## config.mk

```make
export PLATFORM = sky130hd
export DESIGN_NAME = mem_access_unit
export DESIGN_NICKNAME = d
export VERILOG_FILES = /design/src/rtl/mem_access_unit.sv
export SDC_FILE = /design/constraint.sdc
export NUM_CORES = 1
export LEC_CHECK = 0
export ABC_AREA = 1
export ABC_CLOCK_PERIOD_IN_PS = 11200
export CORE_UTILIZATION = 52
export CTS_BUF_LIST = sky130_fd_sc_hd__clkbuf_4 sky130_fd_sc_hd__clkbuf_8 sky130_fd_sc_hd__clkbuf_16
export DETAILED_ROUTE_END_ITERATION = 10
export HOLD_SLACK_MARGIN = 0.08
export MAX_ROUTING_LAYER = met4
export PLACE_DENSITY = 0.91
export SETUP_SLACK_MARGIN = 0.5
export SKIP_CTS_REPAIR_TIMING = 1
export SKIP_LAST_GASP = 1
export SLEW_MARGIN = 25
export SYNTH_ARGS = -nofsm -noshare
export SYNTH_HDL_FRONTEND = slang
export SYNTH_SLANG_ARGS = --single-unit
```

## constraint.sdc

```tcl
create_clock -name clk -period 11.2 [get_ports clk]
set_clock_uncertainty 0.05 [all_clocks]
set_input_delay 1.68 -clock clk [delete_from_list [all_inputs] [get_ports clk]]
set_output_delay 1.68 -clock clk [all_outputs]
set_load 0.05 [all_outputs]
```

## src/rtl/mem_access_unit.sv

```systemverilog
// Load/store unit: byte/half/word accesses to a 32-bit word RAM, read-modify-write for sub-word stores.
// Optional alignment checking is compiled in with `define MEM_ACCESS_ALIGN_CHECK_EN.
module mem_access_unit #(
  parameter int ADDR_W = 32
) (
  input  logic              clk,
  input  logic              reset,
  input  logic              req_valid,
  output logic              req_ready,
  input  logic              req_write,
  input  logic [1:0]        req_size,
  input  logic              req_signed,
  input  logic [ADDR_W-1:0] req_addr,
  input  logic [31:0]       req_wdata,
  output logic              rsp_valid,
  output logic [31:0]       rsp_rdata,
  output logic              rsp_err,
  output logic              ram_we,
  output logic [ADDR_W-1:0] ram_addr,
  output logic [31:0]       ram_wdata,
  input  logic [31:0]       ram_rdata
);

  typedef enum logic [1:0] {IDLE, READ, WRITE, RESP} state_t;

  state_t            state_reg, state_next;
  logic              write_reg, signed_reg;
  logic [1:0]        size_reg;
  logic [ADDR_W-1:0] addr_reg;
  logic [31:0]       wdata_reg, rword_reg, rdata_reg;
  logic              accept, req_word, req_misalign;
  logic [7:0]        load_byte;
  logic [15:0]       load_half;
  logic [31:0]       load_val, merge_word;

  assign accept   = req_valid && (state_reg == IDLE);
  // Size 11 is reserved and behaves exactly like a word access.
  assign req_word = req_size[1];

`ifdef MEM_ACCESS_ALIGN_CHECK_EN
  logic err_reg;
  assign req_misalign = req_word ? (req_addr[1:0] != 2'b00) : (req_size[0] && req_addr[0]);
  assign rsp_err      = rsp_valid && err_reg;

  always_ff @(posedge clk or posedge reset) begin
    if (reset)       err_reg <= 1'b0;
    else if (accept) err_reg <= req_misalign;
  end
`else
  assign req_misalign = 1'b0;
  assign rsp_err      = 1'b0;
`endif

  always_comb begin
    state_next = state_reg;
    case (state_reg)
      IDLE: begin
        if (accept) begin
          if (req_misalign)             state_next = RESP;
          else if (req_write && req_word) state_next = WRITE;
          else                          state_next = READ;
        end
      end
      READ:    state_next = write_reg ? WRITE : RESP;
      WRITE:   state_next = RESP;
      RESP:    state_next = IDLE;
      default: state_next = IDLE;
    endcase
  end

  always_ff @(posedge clk or posedge reset) begin
    if (reset) begin
      state_reg  <= IDLE;
      write_reg  <= 1'b0;
      signed_reg <= 1'b0;
      size_reg   <= 2'b00;
      addr_reg   <= '0;
      wdata_reg  <= '0;
      rword_reg  <= '0;
      rdata_reg  <= '0;
    end else begin
      state_reg <= state_next;
      if (accept) begin
        write_reg  <= req_write;
        signed_reg <= req_signed;
        size_reg   <= req_size;
        addr_reg   <= req_addr;
        wdata_reg  <= req_wdata;
      end
      if (state_reg == READ) begin
        rword_reg <= ram_rdata;
        if (!write_reg) rdata_reg <= load_val;
      end
    end
  end

  // Load lane extraction straight from the RAM word so the result lands on the READ->RESP edge.
  always_comb begin
    case (addr_reg[1:0])
      2'd0:    load_byte = ram_rdata[7:0];
      2'd1:    load_byte = ram_rdata[15:8];
      2'd2:    load_byte = ram_rdata[23:16];
      default: load_byte = ram_rdata[31:24];
    endcase
    load_half = addr_reg[1] ? ram_rdata[31:16] : ram_rdata[15:0];
    case (size_reg)
      2'b00:   load_val = {{24{signed_reg && load_byte[7]}}, load_byte};
      2'b01:   load_val = {{16{signed_reg && load_half[15]}}, load_half};
      default: load_val = ram_rdata;
    endcase
  end

  // Per-lane merge: a word store hits every lane, so the stale read word never leaks through.
  for (genvar gi = 0; gi < 4; gi++) begin : g_lane
    logic       lane_hit;
    logic [7:0] lane_data;
    assign lane_hit  = size_reg[1] ? 1'b1 :
                       size_reg[0] ? (addr_reg[1] == 1'(gi / 2)) : (addr_reg[1:0] == 2'(gi));
    assign lane_data = size_reg[1] ? wdata_reg[8*gi +: 8] :
                       size_reg[0] ? wdata_reg[8*(gi % 2) +: 8] : wdata_reg[7:0];
    assign merge_word[8*gi +: 8] = lane_hit ? lane_data : rword_reg[8*gi +: 8];
  end

  assign req_ready = (state_reg == IDLE);
  assign rsp_valid = (state_reg == RESP);
  assign rsp_rdata = rdata_reg;
  assign ram_we    = (state_reg == WRITE);
  assign ram_addr  = (state_reg == READ || state_reg == WRITE) ? {addr_reg[ADDR_W-1:2], 2'b00} : '0;
  assign ram_wdata = (state_reg == WRITE) ? merge_word : 32'h0;

endmodule

```

==> flow_summary_export.csv, run 1 <==
group,metric,value,unit
clock_network,clock-sinks,134,
placed_design,globalplace.congestion,1.01,
sta,drv_slew,0,
pwr,swShare,0.516,
sta,setup_tns,0,ns
global_routing,grt_pass1_vias,6364,
logic_synthesis,seq_area_frac_synth,0.485,
die,die_area,0.0138,mm²
die,dieHeight,117,µm
pwr,p_sw,0.00186,W
clock_network,clkTransAtPathRegs,0.06,ns
sta,finalCritPeriodShare,0.464,
pwr,leakagePower,4.76,nW
finish,area_growth,36.7,%
sta,setup_viol,0,
setup_path,critical_path_arrival,3.46,ns
die,start_util,0.541,
clock_network,insertion_delay,0.42,ns
sta,hold_viol,0,
drt,first_pass_iters,6,
drt,drtIter0Drc,824,
die,rows,41,
logic_synthesis,syn_area,0.00691,mm²
die,die_w,117,µm
finish,multi_input_area,0.00295,mm²
finish,final_layout_size_suffix_gt1_frac,0.0674,
drt,wl_per_cell,16.5,µm
setup_path,path_max_fanout,58,
pwr,combPwrFrac,0.586,
setup_path,critPathTopFamily,"simple AND/OR/NAND/NOR gates",
pwr,ir_drop,0.252,mV
setup_path,crit_type,"reg -> out",
clock_network,cts_buffer_depth,2,
global_routing,overflow,0,
finish,nNetsFinal,1206,
logic_synthesis,synth_cell_types,29,
setup_path,critical_path_required,9.47,ns
finish,regArea,0.00336,mm²
clock_network,tritoncts,"done",
clock_network,cts_buffers,17,
sta,rsz0062_at_grt,"false",
sta,worstMarginPinSlew,0.998,ns
status,status,"complete, no violations",
setup_path,slowest_delay,0.83,ns
clock_network,cts-root-buf,"clkbuf_16",
logic_synthesis,syn-mean-instance-area,7.41,µm²
drt,routed_wl,21.1,mm
sta,period_minus_slack,5.19,ns
setup_path,cpMaxStageDelayCell,"clkdlybuf4s50_1",
placed_design,io_buffers,199,
sta,fmax,193,MHz
setup_path,cp_num_buf_inv,2,
flow_run,maxCapViolCount,0,
min_path,min-delay-path-class,"reg -> reg",
placed_design,dp.cells,1252,
drt,via_count,6831,
pwr,power_density,382,mW/mm²
finish,diodes,0,
drt,ant_nets,0,
logic_synthesis,synth-seq-cells,134,
drt,via_per_inst,5.32,
global_routing,grt.total_usage,0.337,
sta,max_slew_margin,0.335,
finish,final_cell_count_no_fill,1284,
drt,drc_errors,0,
clock_network,htree_levels,4,
setup_path,path_cells,"nor2_2 > nand2_1 > inv_1 > nor2_4 > a21oi_1 > clkdlybuf4s50_1",
finish,n_fill_cell,955,
global_routing,antenna_found_initial,0,
pwr,p_int,0.00175,W
logic_synthesis,synthCells,933,
pwr,p_seq_frac,0.257,
placed_design,post-dp-hpwl,14.9,mm
global_routing,grt_start_max_net_pins,74,
setup_path,endpoint_kind,"output pin",
die,core_area,0.0128,mm²
logic_synthesis,yosysWarnings,0,
die,io_pins,203,
global_routing,grt_first_pass_wirelength,32.8,mm
setup_path,worstSetupStartpointType,"register",
pwr,pwr-share-clk,0.157,
==> power groups by stage <==
stage                     Combinational, W  Clock [W]  Sequential (W)
final                              0.00212   0.000566        0.000928
after global routing               0.00229   0.000594        0.000954
after CTS                          0.00211   0.000572        0.000921
after detailed placement           0.00209          0        0.000924
after global placement             0.00206          0        0.000920
after floorplan                    0.00136          0         0.00102
==> routing by layer <==
metal  share of wire  vias up  global-route usage
met5               0        -                   -
met1            0.40     3168               0.427
met4           0.034        0               0.149
met2            0.46      380               0.505
li1                -     3219                   -
met3            0.10       64              0.0937
==> placed cells by master (no fill, tap or decap), drive strengths merged <==
| master | netlist | routed |
|---|---|---|
| clkinv | 0 | 8 |
| clkdlybuf4s50 | 0 | 199 |
| nand2 | 387 | 387 |
| or2 | 17 | 17 |
| ha | 4 | 4 |
| clkbuf | 23 | 21 |
| buf | 34 | 3 |
| o21ai | 103 | 103 |
| nand3 | 27 | 27 |
| nor2 | 52 | 52 |
| inv | 84 | 84 |
| o21a | 1 | 1 |
| conb | 1 | 3 |
| a21oi | 60 | 60 |
| o22ai | 3 | 3 |
| dfrtp | 134 | 134 |
| a22oi | 1 | 1 |
| bufinv | 0 | 3 |
| a31oi | 2 | 2 |
==> logic make-up after synthesis <==
logic type / share of synthesized area
and+or+nand+nor: 0.280
adders and majority gates: 0.00724
DFF: 0.485
buffers and inverters: 0.0907
AOI/OAI and AO/OA: 0.137
other: 0.000543
==> Yosys cell counts, drive strengths merged <==
cell type / instances / share of area
a21oi: 60 / 0.054
clkbuf: 23 / 0.012
o22ai: 3 / 0.0027
a31oi: 2 / 0.0018
dfrtp: 134 / 0.49
a22oi: 1 / 0.0018
nand3: 27 / 0.022
o21ai: 103 / 0.075
nand2: 387 / 0.21
inv: 84 / 0.046
or2: 17 / 0.015
ha: 4 / 0.0072
buf: 34 / 0.033
nor2: 52 / 0.030
conb: 1 / 0.00054
o21a: 1 / 0.0022
==> area by class of cell <==
| class | instances | area share |
|---|---|---|
| multi-input combinational | 660 | 0.312 |
| timing repair buffer | 202 | 0.213 |
| sequential | 134 | 0.355 |
| clock inverter | 11 | 0.0138 |
| clock buffer | 21 | 0.0495 |
| tap | 172 | 0.0228 |
| inverter | 84 | 0.0336 |
==> through the flow <==
step / hold slack (ns) / instance area [µm²] / worst slack, ns / total power [W] / util
finish: 0.420 / 9450 / 6.01 / 0.00361 / 0.740
global route: 0.443 / 9450 / 5.76 / 0.00384 / 0.740
detailed placement: 0.409 / 8840 / 6.15 / 0.00302 / 0.692
CTS: 0.423 / 9440 / 5.70 / 0.00361 / 0.739
floorplan: 0.387 / 6920 / 5.89 / 0.00238 / -
global placement: 0.405 / 8840 / 6.30 / 0.00298 / 0.692
==> worst min-delay path, stage by stage (launching register included) <==
cell and delay [ns]:
dfrtp_1 0.34, nand2_1 0.05, nand2_1 0.05
==> path summary, 6_finish.rpt <==
path	start	endpoint	slack, ns	cells after the start
worst max-delay path	size_reg[1]$_DFFE_PP0P_	ram_wdata[4]	6.01	6
worst min-delay path	rword_reg[7]$_DFFE_PP0N_	rword_reg[7]$_DFFE_PP0N_	0.42	2
worst max register to register	state_reg[1]$_DFFE_PP0P_	rsp_rdata[22]$_DFFE_PP0P_	8.07	9
worst min register to register	rword_reg[7]$_DFFE_PP0N_	rword_reg[7]$_DFFE_PP0N_	0.42	2
max in group asynchronous	reset	size_reg[1]$_DFFE_PP0P_	7.90	3
min in group asynchronous	reset	wdata_reg[4]$_DFFE_PP0P_	1.72	2
Power figures use the tool's default switching activity.
==> run 2, diff against run 1 <==
- ABC_CLOCK_PERIOD_IN_PS: 11200 -> 5250
- CORE_UTILIZATION: 52 -> 48
- PLACE_DENSITY: 0.91 -> 0.85
- clock period: 11.2 -> 5.25 ns (I/O delays scaled with it)
==> flow_summary_export.csv, run 2 (synthesized netlist as in run 1, its figures left out) <==
group,metric,value,unit
clock_network,insertion_delay,0.42,ns
finish,nNetsFinal,1208,
clock_network,tritoncts,"done",
drt,ant_nets,0,
placed_design,globalplace.congestion,0.904,
pwr,p_seq_frac,0.250,
placed_design,placed_area,0.00888,mm²
min_path,worstHoldStart,"addr_reg[30]$_DFFE_PP0P_",
sta,hold_viol,0,
setup_path,cpMaxStageDelayCell,"clkdlybuf4s50_1",
placed_design,io_buffers,199,
setup_path,rr_worst_depth,8,
drt,via_per_inst,5.26,
pwr,swShare,0.521,
status,status,"complete, no violations",
global_routing,grt_first_pass_wirelength,33.1,mm
global_routing,grt_pass1_vias,6341,
setup_path,path_max_fanout,20,
clock_network,cts_buffer_depth,2,
sta,period_minus_slack,4.11,ns
sta,worstMarginPinSlew,0.926,ns
setup_path,ff2ff_setup_slack,1.99,ns
clock_network,cts_buffers,17,
die,dieHeight,122,µm
sta,drv_slew,0,
drt,via_count,6802,
drt,first_pass_iters,6,
die,die_w,122,µm
pwr,ir_drop,0.533,mV
die,core_area,0.0140,mm²
setup_path,r2r-start,"state_reg[1]$_DFFE_PP0P_",
flow_run,maxCapViolCount,0,
sta,rsz0062_at_grt,"false",
sta,finalCritPeriodShare,0.783,
setup_path,timing.rr.end,"rsp_rdata[27]$_DFFE_PP0P_",
drt,wl_per_cell,16.3,µm
die,rows,43,
min_path,min_to,"addr_reg[30]$_DFFE_PP0P_",
pwr,combPwrFrac,0.601,
die,die_area,0.0149,mm²
pwr,p_sw,0.00398,W
sta,max_slew_margin,0.383,
min_path,min-delay-path-class,"reg -> reg",
finish,final_layout_size_suffix_gt1_frac,0.0700,
clock_network,cts-root-buf,"clkbuf_16",
setup_path,cp_num_buf_inv,2,
die,start_util,0.494,
clock_network,clkTransAtPathRegs,0.06,ns
setup_path,critical_path_required,4.41,ns
setup_path,critPathTopFamily,"buffers and inverters",
setup_path,critical_path_arrival,3.27,ns
finish,post-route-cell-area,0.00946,mm²
setup_path,path_depth,6,
drt,drc_errors,0,
finish,final_common_cell,"nand2_1",
global_routing,antenna_found_initial,0,
setup_path,slowest_delay,0.83,ns
clock_network,htree_levels,4,
sta,fmax,243,MHz
setup_path,crit_path_start,"size_reg[0]$_DFFE_PP0P_",
global_routing,grt.total_usage,0.305,
setup_path,worstSetupStartpointType,"register",
pwr,p_int,0.00366,W
placed_design,post-dp-hpwl,15.1,mm
setup_path,crit_type,"reg -> out",
setup_path,path_cells,"nor2_2 > nand2_1 > inv_1 > nor2_4 > a21oi_1 > clkdlybuf4s50_1",
global_routing,grt_start_max_net_pins,70,
drt,drtIter0Drc,610,
setup_path,endpoint_kind,"output pin",
finish,area_growth,36.8,%
sta,setup_tns,0,ns
pwr,pwr-share-clk,0.149,
global_routing,overflow,0,
finish,diodes,0,
pwr,power_density,809,mW/mm²
sta,setup_viol,0,
drt,routed_wl,21.1,mm
pwr,leakagePower,4.75,nW
clock_network,clock-sinks,134,
min_path,whs_path_depth,2,
finish,mostFrequentLayoutCells,"384 x nand2_1, 199 x clkdlybuf4s50_1, 133 x dfrtp_1",
die,io_pins,203,
-- run 2: changes by cell type in the layout (fill, tap and decap cells not counted), sizes merged --
cell      change
clkinvlp      +1
clkbuf        +2
clkinv        -1
bufinv        -2
buf           +2
-- run 2: worst max-delay path by stage --
stage                                          to  slack, ns
after floorplan           addr_reg[0]$_DFFE_PP0P_       0.83
after global placement              ram_wdata[31]       1.74
after detailed placement             ram_wdata[1]       1.63
after CTS                            ram_wdata[1]       1.20
after global routing                ram_wdata[31]       0.94
final                                ram_wdata[1]       1.14
-- run 2: metal layers --
layer / part of all wire / GRT usage
met5: 0 / -
met1: 0.44 / 0.405
met4: 0.034 / 0.127
met3: 0.072 / 0.0604
met2: 0.46 / 0.456
-- run 2: stage by stage --
stage,instances,util,hold slack (ns),setup WS [ns],total power [W]
final,1294,0.676,0.429,1.14,0.00765
after global routing,1294,0.676,0.445,0.935,0.00811
after CTS,1294,0.675,0.429,1.20,0.00764
after detailed placement,1262,0.635,0.414,1.63,0.00647
after global placement,1262,0.635,0.406,1.74,0.00640
after floorplan,935,-,0.387,0.830,0.00508
-- run 2: final cells by class --
cell class,count,area (µm²)
Fill cell,1223,4530
Sequential cell,134,3350
Multi-Input combinational cell,660,2950
Timing Repair Buffer,204,2040
Clock buffer,23,489
Inverter,84,318
Tap cell,180,225
Clock inverter,9,76.3
-- run 2: worst min-delay path, stage by stage, from the launching register on --
cell and delay, ns:
dfrtp_1 0.34, nand2_1 0.05, nand2_1 0.05
-- run 2: power by group through the flow --
| stage | registers (W) | clock network [W] | logic (W) |
|---|---|---|---|
| global route | 0.00197 | 0.00119 | 0.00496 |
| finish | 0.00191 | 0.00114 | 0.00460 |
| global placement | 0.00190 | 0 | 0.00450 |
| floorplan | 0.00218 | 0 | 0.00290 |
| CTS | 0.00190 | 0.00115 | 0.00459 |
| detailed placement | 0.00191 | 0 | 0.00456 |
==> run 3, diff against run 2 <==
- ABC_CLOCK_PERIOD_IN_PS: 5250 -> 3400
- CORE_UTILIZATION: 48 -> 43
- PLACE_DENSITY: 0.85 -> 0.81
- clock period: 5.25 -> 3.4 ns (I/O delays scaled with it)
==> flow_summary_export.csv, run 3 (synthesized netlist as in run 1, its figures left out) <==
group,metric,value,unit
status,status,"complete, no violations",
sta,hold_viol,0,
min_path,min-delay-path-class,"reg -> reg",
setup_path,cpMaxStageDelayCell,"dfrtp_4",
sta,fmax,343,MHz
clock_network,insertion_delay,0.43,ns
clock_network,cts-root-buf,"clkbuf_16",
sta,drv_slew,0,
global_routing,grt_pass1_vias,6399,
global_routing,grt.total_usage,0.285,
global_routing,grt_start_max_net_pins,58,
placed_design,dp.cells,1300,
setup_path,worstSetupStartpointType,"register",
drt,via_per_inst,5.11,
sta,worstMarginPinSlew,0.689,ns
finish,final_layout_size_suffix_gt1_frac,0.110,
setup_path,rr_worst_depth,10,
die,dieHeight,129,µm
drt,wl_met2,10.4,mm
setup_path,critPathTopFamily,"buffers and inverters",
finish,area_growth,44.5,%
sta,whs,0.425,ns
finish,diodes,0,
pwr,power_density,1260,mW/mm²
clock_network,htree_levels,4,
die,io_pins,203,
setup_path,slowest_delay,0.58,ns
drt,drc_errors,0,
setup_path,cp_num_buf_inv,5,
placed_design,post-dp-hpwl,15.8,mm
setup_path,endpoint_kind,"output pin",
sta,setup_tns,0,ns
drt,wl_per_cell,16.6,µm
sta,max_slew_margin,0.540,
setup_path,path_cells,"inv_2 > nand2_4 > inv_2 > a21oi_4 > buf_12 > buf_4 > a21oi_1 > buf_12",
drt,drtIter0Drc,711,
die,core_area,0.0154,mm²
drt,ant_nets,0,
clock_network,cts_buffer_depth,2,
drt,routed_wl,22.2,mm
pwr,p_int,0.00627,W
setup_path,path_max_fanout,20,
die,start_util,0.448,
pwr,combPwrFrac,0.616,
finish,final_common_cell,"nand2_1",
finish,mostFrequentLayoutCells,"384 x nand2_1, 137 x clkdlybuf4s50_1, 132 x dfrtp_1",
sta,finalCritPeriodShare,0.858,
finish,final_cell_count_no_fill,1335,
drt,wl_met3,1.94,mm
pwr,pwr-share-clk,0.152,
pwr,swShare,0.503,
sta,setup_viol,0,
pwr,ir_drop,1.03,mV
global_routing,grt_first_pass_wirelength,34.4,mm
setup_path,path_depth,8,
die,die_area,0.0166,mm²
pwr,p_sw,0.00635,W
setup_path,critical_path_arrival,2.36,ns
die,rows,45,
finish,nNetsFinal,1219,
clock_network,clock-sinks,134,
global_routing,antenna_found_initial,0,
clock_network,cts_buffers,17,
die,die_w,129,µm
sta,period_minus_slack,2.92,ns
placed_design,globalplace.congestion,0.924,
placed_design,io_buffers,199,
flow_run,maxCapViolCount,0,
setup_path,crit_type,"reg -> out",
drt,first_pass_iters,5,
drt,wl_met1,9.32,mm
clock_network,tritoncts,"done",
min_path,whs_path_depth,2,
setup_path,critical_path_required,2.84,ns
sta,rsz0062_at_grt,"true",
drt,via_count,6817,
drt,highest_layer,"met4",
global_routing,overflow,0,
finish,fin_util,0.647,
pwr,p_seq_frac,0.232,
pwr,leakagePower,5.43,nW
clock_network,clkTransAtPathRegs,0.06,ns
run 3: cell types whose count changed in the layout (fill, tap and decap cells not counted), moves of 2 or more:
cell,previous run,this run
clkdlybuf4s50_1,199,137
dlymetal6s2s_1,0,31
buf_12,1,29
buf_4,4,11
a21oi_1,45,40
a21oi_2,13,18
clkbuf_2,0,5
clkinv_2,6,3
bufinv_16,1,3
run 3: per-layer routing:
metal / global-route usage / up-vias
met4: 0.0900 / 0
met5: - / -
met1: 0.377 / 3188
li1: - / 3251
met2: 0.434 / 337
met3: 0.0682 / 41
run 3: area by class of cell:
cell class              count  area (µm²)
well taps                 211         264
multi-input cells         661        2970
clock inverters             8         121
inverters                  84         319
fillers                  1317        5440
flip-flops and latches    134        3360
repair buffers            214        2460
clock buffers              23         495
run 3: final timing paths:
check | start | endpoint | slack (ns)
worst max-delay path | size_reg[1]$_DFFE_PP0P_ | ram_wdata[11] | 0.48
worst min-delay path | rword_reg[15]$_DFFE_PP0N_ | rword_reg[15]$_DFFE_PP0N_ | 0.42
worst max register to register | state_reg[1]$_DFFE_PP0P_ | rsp_rdata[22]$_DFFE_PP0P_ | 1.00
worst min register to register | rword_reg[15]$_DFFE_PP0N_ | rword_reg[15]$_DFFE_PP0N_ | 0.42
max in group asynchronous | reset | size_reg[0]$_DFFE_PP0P_ | 2.06
min in group asynchronous | reset | addr_reg[3]$_DFFE_PP0P_ | 0.48
run 3: per-stage QoR:
| step | setup slack (ns) | area (µm²) | total power, W |
|---|---|---|---|
| floorplan | 0.681 | 6920 | 0.00785 |
| global placement | 0.727 | 9230 | 0.0104 |
| detailed placement | 0.612 | 9230 | 0.0105 |
| CTS | 0.152 | 9850 | 0.0125 |
| global route | 0.396 | 9990 | 0.0134 |
| finish | 0.484 | 9990 | 0.0126 |
run 3: worst min-delay path, cell delays in order (launching register included):
cell and delay (ns):
dfrtp_1 0.34, nand2_1 0.06, nand2_1 0.05
run 3: power by group through the flow:
| stage | logic (W) | registers (W) | clock network [W] |
|---|---|---|---|
| after floorplan | 0.00448 | 0.00337 | 0 |
| after global placement | 0.00751 | 0.00291 | 0 |
| final | 0.00778 | 0.00293 | 0.00192 |
| after detailed placement | 0.00762 | 0.00293 | 0 |
| after CTS | 0.00768 | 0.00291 | 0.00193 |
| after global routing | 0.00833 | 0.00302 | 0.00202 |
